## config.mk

```make
export PLATFORM = sky130hd
export DESIGN_NAME = switch_allocator
export DESIGN_NICKNAME = d
export VERILOG_FILES = /design/src/rtl/switch_allocator.sv
export SDC_FILE = /design/constraint.sdc
export NUM_CORES = 1
export LEC_CHECK = 0
export CORE_ASPECT_RATIO = 1.2
export CORE_MARGIN = 3
export CORE_UTILIZATION = 56
export DETAILED_ROUTE_END_ITERATION = 8
export PLACE_DENSITY = 0.83
export SYNTH_ARGS = -nofsm -noshare
export SYNTH_HDL_FRONTEND = slang
export SYNTH_SLANG_ARGS = --single-unit
```

## constraint.sdc

```tcl
create_clock -name clk -period 4.19 [get_ports clk]
set_input_delay 0.6285 -clock clk [delete_from_list [all_inputs] [get_ports clk]]
set_output_delay 0.6285 -clock clk [all_outputs]
set_load 0.05 [all_outputs]
```

## src/rtl/switch_allocator.sv

```systemverilog
// Per-router switch allocator: one round-robin arbiter per output port,
// registered crossbar selects, output-valid flags and input pop pulses.
module switch_allocator #(
    parameter int unsigned PORT_NUM  = 5,
    parameter int unsigned SEL_WIDTH = 3
) (
    input  logic                 clk,
    input  logic                 reset_n,
    input  logic [0:PORT_NUM-1]  reqValid,
    input  logic [SEL_WIDTH-1:0] reqPort [PORT_NUM],
    input  logic [0:PORT_NUM-1]  outReady,
    output logic [SEL_WIDTH-1:0] sel [PORT_NUM],
    output logic [0:PORT_NUM-1]  outValid,
    output logic [0:PORT_NUM-1]  grant
);

    localparam logic [SEL_WIDTH-1:0] IDLE = SEL_WIDTH'(PORT_NUM);

    logic [SEL_WIDTH-1:0] ptr       [PORT_NUM];
    logic [SEL_WIDTH-1:0] win       [PORT_NUM];
    logic                 found     [PORT_NUM];
    logic [0:PORT_NUM-1]  next_grant;
    int unsigned          idx;

    // An input granted last cycle is masked: its buffer pops only now.
    // Ports >= PORT_NUM never match any output index, so they are ignored.
    always_comb begin
        next_grant = '0;
        idx        = 0;
        for (int unsigned o = 0; o < PORT_NUM; o++) begin
            found[o] = 1'b0;
            win[o]   = '0;
            for (int unsigned k = 0; k < PORT_NUM; k++) begin
                idx = int'(ptr[o]) + k;
                if (idx >= PORT_NUM)
                    idx = idx - PORT_NUM;
                if (!found[o] && outReady[o] && reqValid[idx] && !grant[idx] &&
                    reqPort[idx] == SEL_WIDTH'(o)) begin
                    found[o] = 1'b1;
                    win[o]   = SEL_WIDTH'(idx);
                end
            end
            if (found[o])
                next_grant[win[o]] = 1'b1;
        end
    end

    always_ff @(posedge clk or negedge reset_n) begin
        if (!reset_n) begin
            for (int unsigned o = 0; o < PORT_NUM; o++) begin
                sel[o] <= IDLE;
                ptr[o] <= '0;
            end
            outValid <= '0;
            grant    <= '0;
        end else begin
            for (int unsigned o = 0; o < PORT_NUM; o++) begin
                if (found[o]) begin
                    sel[o]      <= win[o];
                    outValid[o] <= 1'b1;
                    ptr[o]      <= (win[o] == SEL_WIDTH'(PORT_NUM - 1)) ? '0 : win[o] + 1'b1;
                end else begin
                    sel[o]      <= IDLE;
                    outValid[o] <= 1'b0;
                end
            end
            grant <= next_grant;
        end
    end

endmodule
```

==> impl_metrics.yaml, run 1 <==
status:
  status: "complete, no violations"
sta:
  maxSlewViolCount: 0
  relSlewSlack: 0.315
  fin_ws_ps: 137
  fin_crit_sh: 0.967
  rsz0062_at_grt: "false"
  fin_skew_ps: 10.1
  finalHoldViolations: 0
  tightest_slew_ps: 1030
  fin_hold_ws_ps: 501
  maxClockFrequency_ghz: 0.247
  setup_viol: 0
  fin_crit_ps: 4050
grt:
  grt_util_all_layers: 0.320
  overflow: 0
  grt_pass1_vias: 8077
  antenna_found_initial: 0
  grt_start_max_net_pins: 41
  grt_pass1_wl_um: 40400
cts:
  clock_latency_ps: 300
  cts_buffer_depth: 2
  cts-htree-levels: 2
  cts_num_sinks: 40
  clk_pin_slew_ps: 70
  ctsRootBufferMaster: "clkbuf_16"
  numCtsBuffers: 5
  tritoncts: "done"
synth:
  syn_inst: 1023
  synth-seq-cells: 40
  syn_area_sq_um: 7790
  seq_area_frac_synth: 0.130
  syn-num-nets: 1120
  synth_area_per_cell_sq_um: 7.62
  ys_types: 106
  synth_edf_count: 0
  async_flop_share: 1.00
  synth_ff_type: "dfrtp_1"
  synth_warnings: 0
routing:
  num_vias: 8666
  avgViaCountPerCell: 6.61
  routed_wl_um: 25500
  firstDrtPassIters: 6
  wire_per_inst_um: 19.4
  drt_iter0_drc: 910
  antenna_left: 0
  route.detailed.drc: 0
placed_design:
  io_buffer_count: 51
  placedCellCount: 1298
  dp_hpwl_um: 20100
  place.gp.congestion: 1.02
  pre_cts_ws_ps: 0.311
floorplanning:
  num_rows: 46
  die_w_um: 114
  pin_count: 52
  die_y_um: 135
  start_util: 0.581
  core_sq_um: 13400
  fp.dieArea_sq_um: 15400
setup_path:
  cp_max_fo: 10
  crit_arrival_ps: 4190
  r2r_cells: 13
  crit_path_start_kind: "register"
  rr_endpoint: "grant[1]"
  critPathKind: "reg2reg"
  crit_path_end_kind: "register"
  required_ps: 4330
  reg2reg_from: "ptr[12]"
  r2r_slack_ps: 140
final_layout:
  nets: 1239
  diodes: 0
  stdcell_count: 1311
  areaGrowthSynthToFinish_pct: 19.0
  drive_gt1_frac: 0.175
min_path:
  hold_class: "in2async"
run:
  max-cap-violations: 0
==> sequential cells by signal, indices dropped and copies added (netlist names) <==
| register | count |
|---|---|
| grant | 5 |
| outValid | 5 |
| ptr | 15 |
| sel | 15 |
==> critical path: stages (launching register included) <==
cell       delay [ps]
dfrtp_1           450
inv_2             140
ha_1              430
nand2b_1          230
o311ai_0          290
o21ai_1           210
o21a_1            180
a21boi_0          310
nor3_2            130
o311ai_1          410
mux2_2            300
inv_1              90
a2111oi_2         480
o221ai_1          230
==> cells in the final DEF (no fill, tap or decap), types with 9 or more instances in the layout <==
cell / netlist / layout
a211oi_1: 9 / 9
a21o_1: 11 / 11
a21oi_1: 52 / 51
a31oi_1: 15 / 14
and2_1: 14 / 14
and3_1: 13 / 13
buf_4: 6 / 103
clkdlybuf4s50_1: 0 / 50
dfrtp_1: 30 / 29
dfstp_2: 10 / 10
ha_1: 70 / 70
inv_1: 50 / 48
mux2_2: 16 / 16
mux2i_1: 52 / 49
nand2_1: 91 / 91
nand2b_1: 35 / 35
nand3_1: 30 / 30
nand3b_1: 13 / 13
nand4_1: 9 / 9
nor2_1: 63 / 63
nor2b_1: 24 / 24
nor3_1: 36 / 35
nor3b_1: 13 / 13
o211ai_1: 15 / 15
o21ai_0: 55 / 54
o21ai_1: 12 / 13
o22ai_1: 14 / 13
or3_1: 17 / 17
xnor2_1: 15 / 15
==> cells in the mapped netlist, types with 8 or more instances <==
cell type,number,share of area
ha_1,70,0.11
o211ai_1,15,0.014
dfrtp_1,30,0.096
nand3_1,30,0.019
a21o_1,11,0.011
nand4_1,9,0.0072
inv_1,50,0.024
buf_2,15,0.0096
o221ai_1,8,0.0090
o21a_1,8,0.0077
and3_1,13,0.010
o21ai_0,55,0.035
mux2i_1,52,0.067
o21ai_1,12,0.0077
or3_1,17,0.014
nor2b_1,24,0.019
xnor2_1,15,0.017
o32ai_1,8,0.0090
nand2b_1,35,0.028
mux2_2,16,0.023
nor3_1,36,0.023
xor2_1,8,0.0090
dfstp_2,10,0.034
a211oi_1,9,0.0087
nand2_1,91,0.044
and2_1,14,0.011
nor2_1,63,0.030
clkbuf_1,18,0.0087
o22ai_1,14,0.011
a31oi_1,15,0.012
nor3b_1,13,0.013
a21oi_1,52,0.033
nand3b_1,13,0.013
==> layout make-up <==
class,instances,area (sq um)
Clock inverter,3,23.8
Clock buffer,5,125
Timing Repair Buffer,154,1280
Multi-Input combinational cell,885,6410
Inverter,56,210
Fill cell,1139,4130
Tap cell,168,210
Sequential cell,40,1010
==> per-layer routing <==
layer / part of all wire / track usage
met4: 0.031 / 0.118
met2: 0.48 / 0.547
met3: 0.075 / 0.0331
met5: 0 / 0
met1: 0.42 / 0.415
==> stage by stage <==
stage          setup TNS, ps   util  instance area, sq um
3_3_place_gp           -89.7  0.674                  9040
2_1_floorplan              0      -                  7790
6_report                   0  0.692                  9280
3_5_place_dp               0  0.674                  9040
4_1_cts                    0  0.685                  9190
5_1_grt                    0  0.692                  9280
==> cells by family (layout without fill, tap and decap cells) <==
family	count (synthesis)	count (layout)	synth area share
adders and majority gates	70	70	0.112
xor gates and xnor gates	26	26	0.0321
AOI/OAI and AO/OA	314	314	0.293
muxes	73	73	0.100
DFF	40	40	0.130
and+or+nand+nor	402	402	0.279
buffers and inverters	98	218	0.0535
==> how the worst max path moves through the flow <==
stage | slack (ps) | cells past startpoint | to | start
6_report | 140 | 13 | grant[1] | ptr[12]
5_1_grt | 3 | 14 | ptr[5] | ptr[3]
4_1_cts | 110 | 16 | grant[1] | ptr[1]
3_5_place_dp | 0.3 | 11 | grant[1] | reqPort[3]
3_3_place_gp | -90 | 12 | grant[1] | reqPort[9]
2_1_floorplan | 30 | 20 | grant[0] | ptr[0]
==> timing repair <==
item                                   4_1_cts  5_1_grt
hold buffers                                 0        0
setup buffers                                0        5
endpoints found under the hold margin        0        0
setup endpoints to repair                    0       10
resized for setup                            0       15
Power of run 1 is left out: the tool's default activity adds up to more than one toggle a clock period on the data nets, which glitch-free logic cannot reach.
==> run 2, diff against run 1 <==
==> constraint.sdc (replaced) <==
create_clock -name clk -period 4.19 [get_ports clk]
set_input_delay 0.419 -clock clk [delete_from_list [all_inputs] [get_ports clk]]
set_output_delay 0.419 -clock clk [all_outputs]
set_load 0.05 [all_outputs]
==> impl_metrics.yaml, run 2 (same netlist as run 1, synthesis figures left out) <==
status:
  status: "complete, no violations"
setup_path:
  r2r_slack_ps: 230
  rr_endpoint: "grant[0]"
  reg2reg_from: "ptr[6]"
  critical-path-max-stage-delay_ps: 480
  crit_path_end_kind: "register"
  crit_slowest_cell: "or4_1"
  crit_arrival_ps: 4120
  path_cells: "buf_4 > ha_2 > xor2_1 > o21ai_1 > a2bb2oi_2 > o211ai_1 > a21oi_1 > nand2_1 > or4_1 > a32o_1 > o31ai_1 > o32ai_1 > or4_1"
  required_ps: 4350
  critPathKind: "reg2reg"
  crit_path_start_kind: "register"
  cp_max_fo: 32
  crit_top_cell: "or4_1"
  r2r_cells: 13
final_layout:
  diodes: 0
  areaGrowthSynthToFinish_pct: 17.7
  final_core_util: 0.684
  reg_top3: "ptr: 15 flops, sel: 15 flops"
  postLayoutCellArea_sq_um: 9170
  layout_common_cells: "91 x nand2_1, 84 x buf_4, 68 x ha_1, 63 x nor2_1, 54 x o21ai_0"
  layout_commonest_cell: "nand2_1"
  nets: 1220
  drive_gt1_frac: 0.164
cts:
  cts-htree-levels: 2
  clock_latency_ps: 300
  ctsHoldBuffers: 0
  numCtsBuffers: 5
  clk_pin_slew_ps: 70
  cts_num_sinks: 40
  cts_buffer_depth: 2
  tritoncts: "done"
  ctsRootBufferMaster: "clkbuf_16"
grt:
  grt_pass1_vias: 7916
  overflow: 0
  grt_pass1_wl_um: 40100
  grt_start_max_net_pins: 41
  antenna_found_initial: 0
  grt_util_all_layers: 0.320
min_path:
  hold_class: "in2async"
placed_design:
  place.gp.congestion: 1.01
  io_buffer_count: 51
  dp_hpwl_um: 20000
  dpl_cell_area_sq_um: 8920
routing:
  wire_per_inst_um: 19.5
  antenna_left: 0
  route.detailed.drc: 0
  avgViaCountPerCell: 6.57
  drt_iter0_drc: 946
  firstDrtPassIters: 6
  num_vias: 8493
  routed_wl_um: 25200
run:
  max-cap-violations: 0
sta:
  maxClockFrequency_ghz: 0.253
  fin_skew_ps: 12.6
  fin_hold_ws_ps: 295
  finalHoldViolations: 0
  maxSlewViolCount: 0
  rsz0062_at_grt: "false"
  fin_crit_ps: 3960
  tightest_slew_ps: 996
  setup_viol: 0
  relSlewSlack: 0.336
  fin_crit_sh: 0.944
floorplanning:
  start_util: 0.581
  die_y_um: 135
  fp.dieArea_sq_um: 15400
  num_rows: 46
  die_w_um: 114
  core_sq_um: 13400
  pin_count: 52
run 2: cell types whose count changed in the layout (fill, tap and decap cells not counted), sizes merged:
cell      change
bufinv        +1
clkinv        +1
inv           -1
buf          -19
clkinvlp      -1
run 2: what timing repair did:
action                     4_1_cts  5_1_grt
buffers inserted                 0        2
gates resized for setup          1       18
setup endpoints to repair        1       10
hold endpoints to repair         0        0
pin swaps                        0        2
run 2: critical path: cells and delay by family (launching register included):
kind                     cells  cell delay, ps
AO/OA/AOI/OAI                7            1360
XOR/XNOR                     1             340
adder cells (fa/ha/maj)      1             360
buffers and inverters        1             300
flip-flops                   1             370
AND/OR/NAND/NOR              3            1060
run 2: layout make-up:
class	count	area, sq um
clock buffers	5	125
clock inverters	3	42.5
fillers	1164	4240
inverters	56	210
multi-input cells	885	6430
flip-flops and latches	40	1010
well taps	168	210
repair buffers	135	1140
run 2: worst max path at each step:
stage / from / end / slack [ps]
2_1_floorplan: ptr[0] / grant[0] / 30
3_3_place_gp: reqPort[11] / grant[1] / 50
3_5_place_dp: ptr[2] / grant[1] / -20
4_1_cts: ptr[2] / grant[1] / 90
5_1_grt: ptr[11] / grant[0] / 4
6_report: ptr[6] / grant[0] / 230
run 2: stage by stage:
stage	instances	setup TNS, ps	setup slack [ps]
floorplan	1023	0	32.6
global placement	1282	0	54.9
detailed placement	1282	-20.0	-20.0
CTS	1290	0	85.9
global route	1292	0	4.25
finish	1292	0	234
run 2: per-layer routing:
layer  global-route usage  vias up  share of wire
li1                     -     4048              -
met5                    0        -              0
met4                0.124        0          0.039
met1                0.407     3987           0.41
met3               0.0478       82          0.076
met2                0.546      376           0.48
Power of run 2 is left out for the same reason.
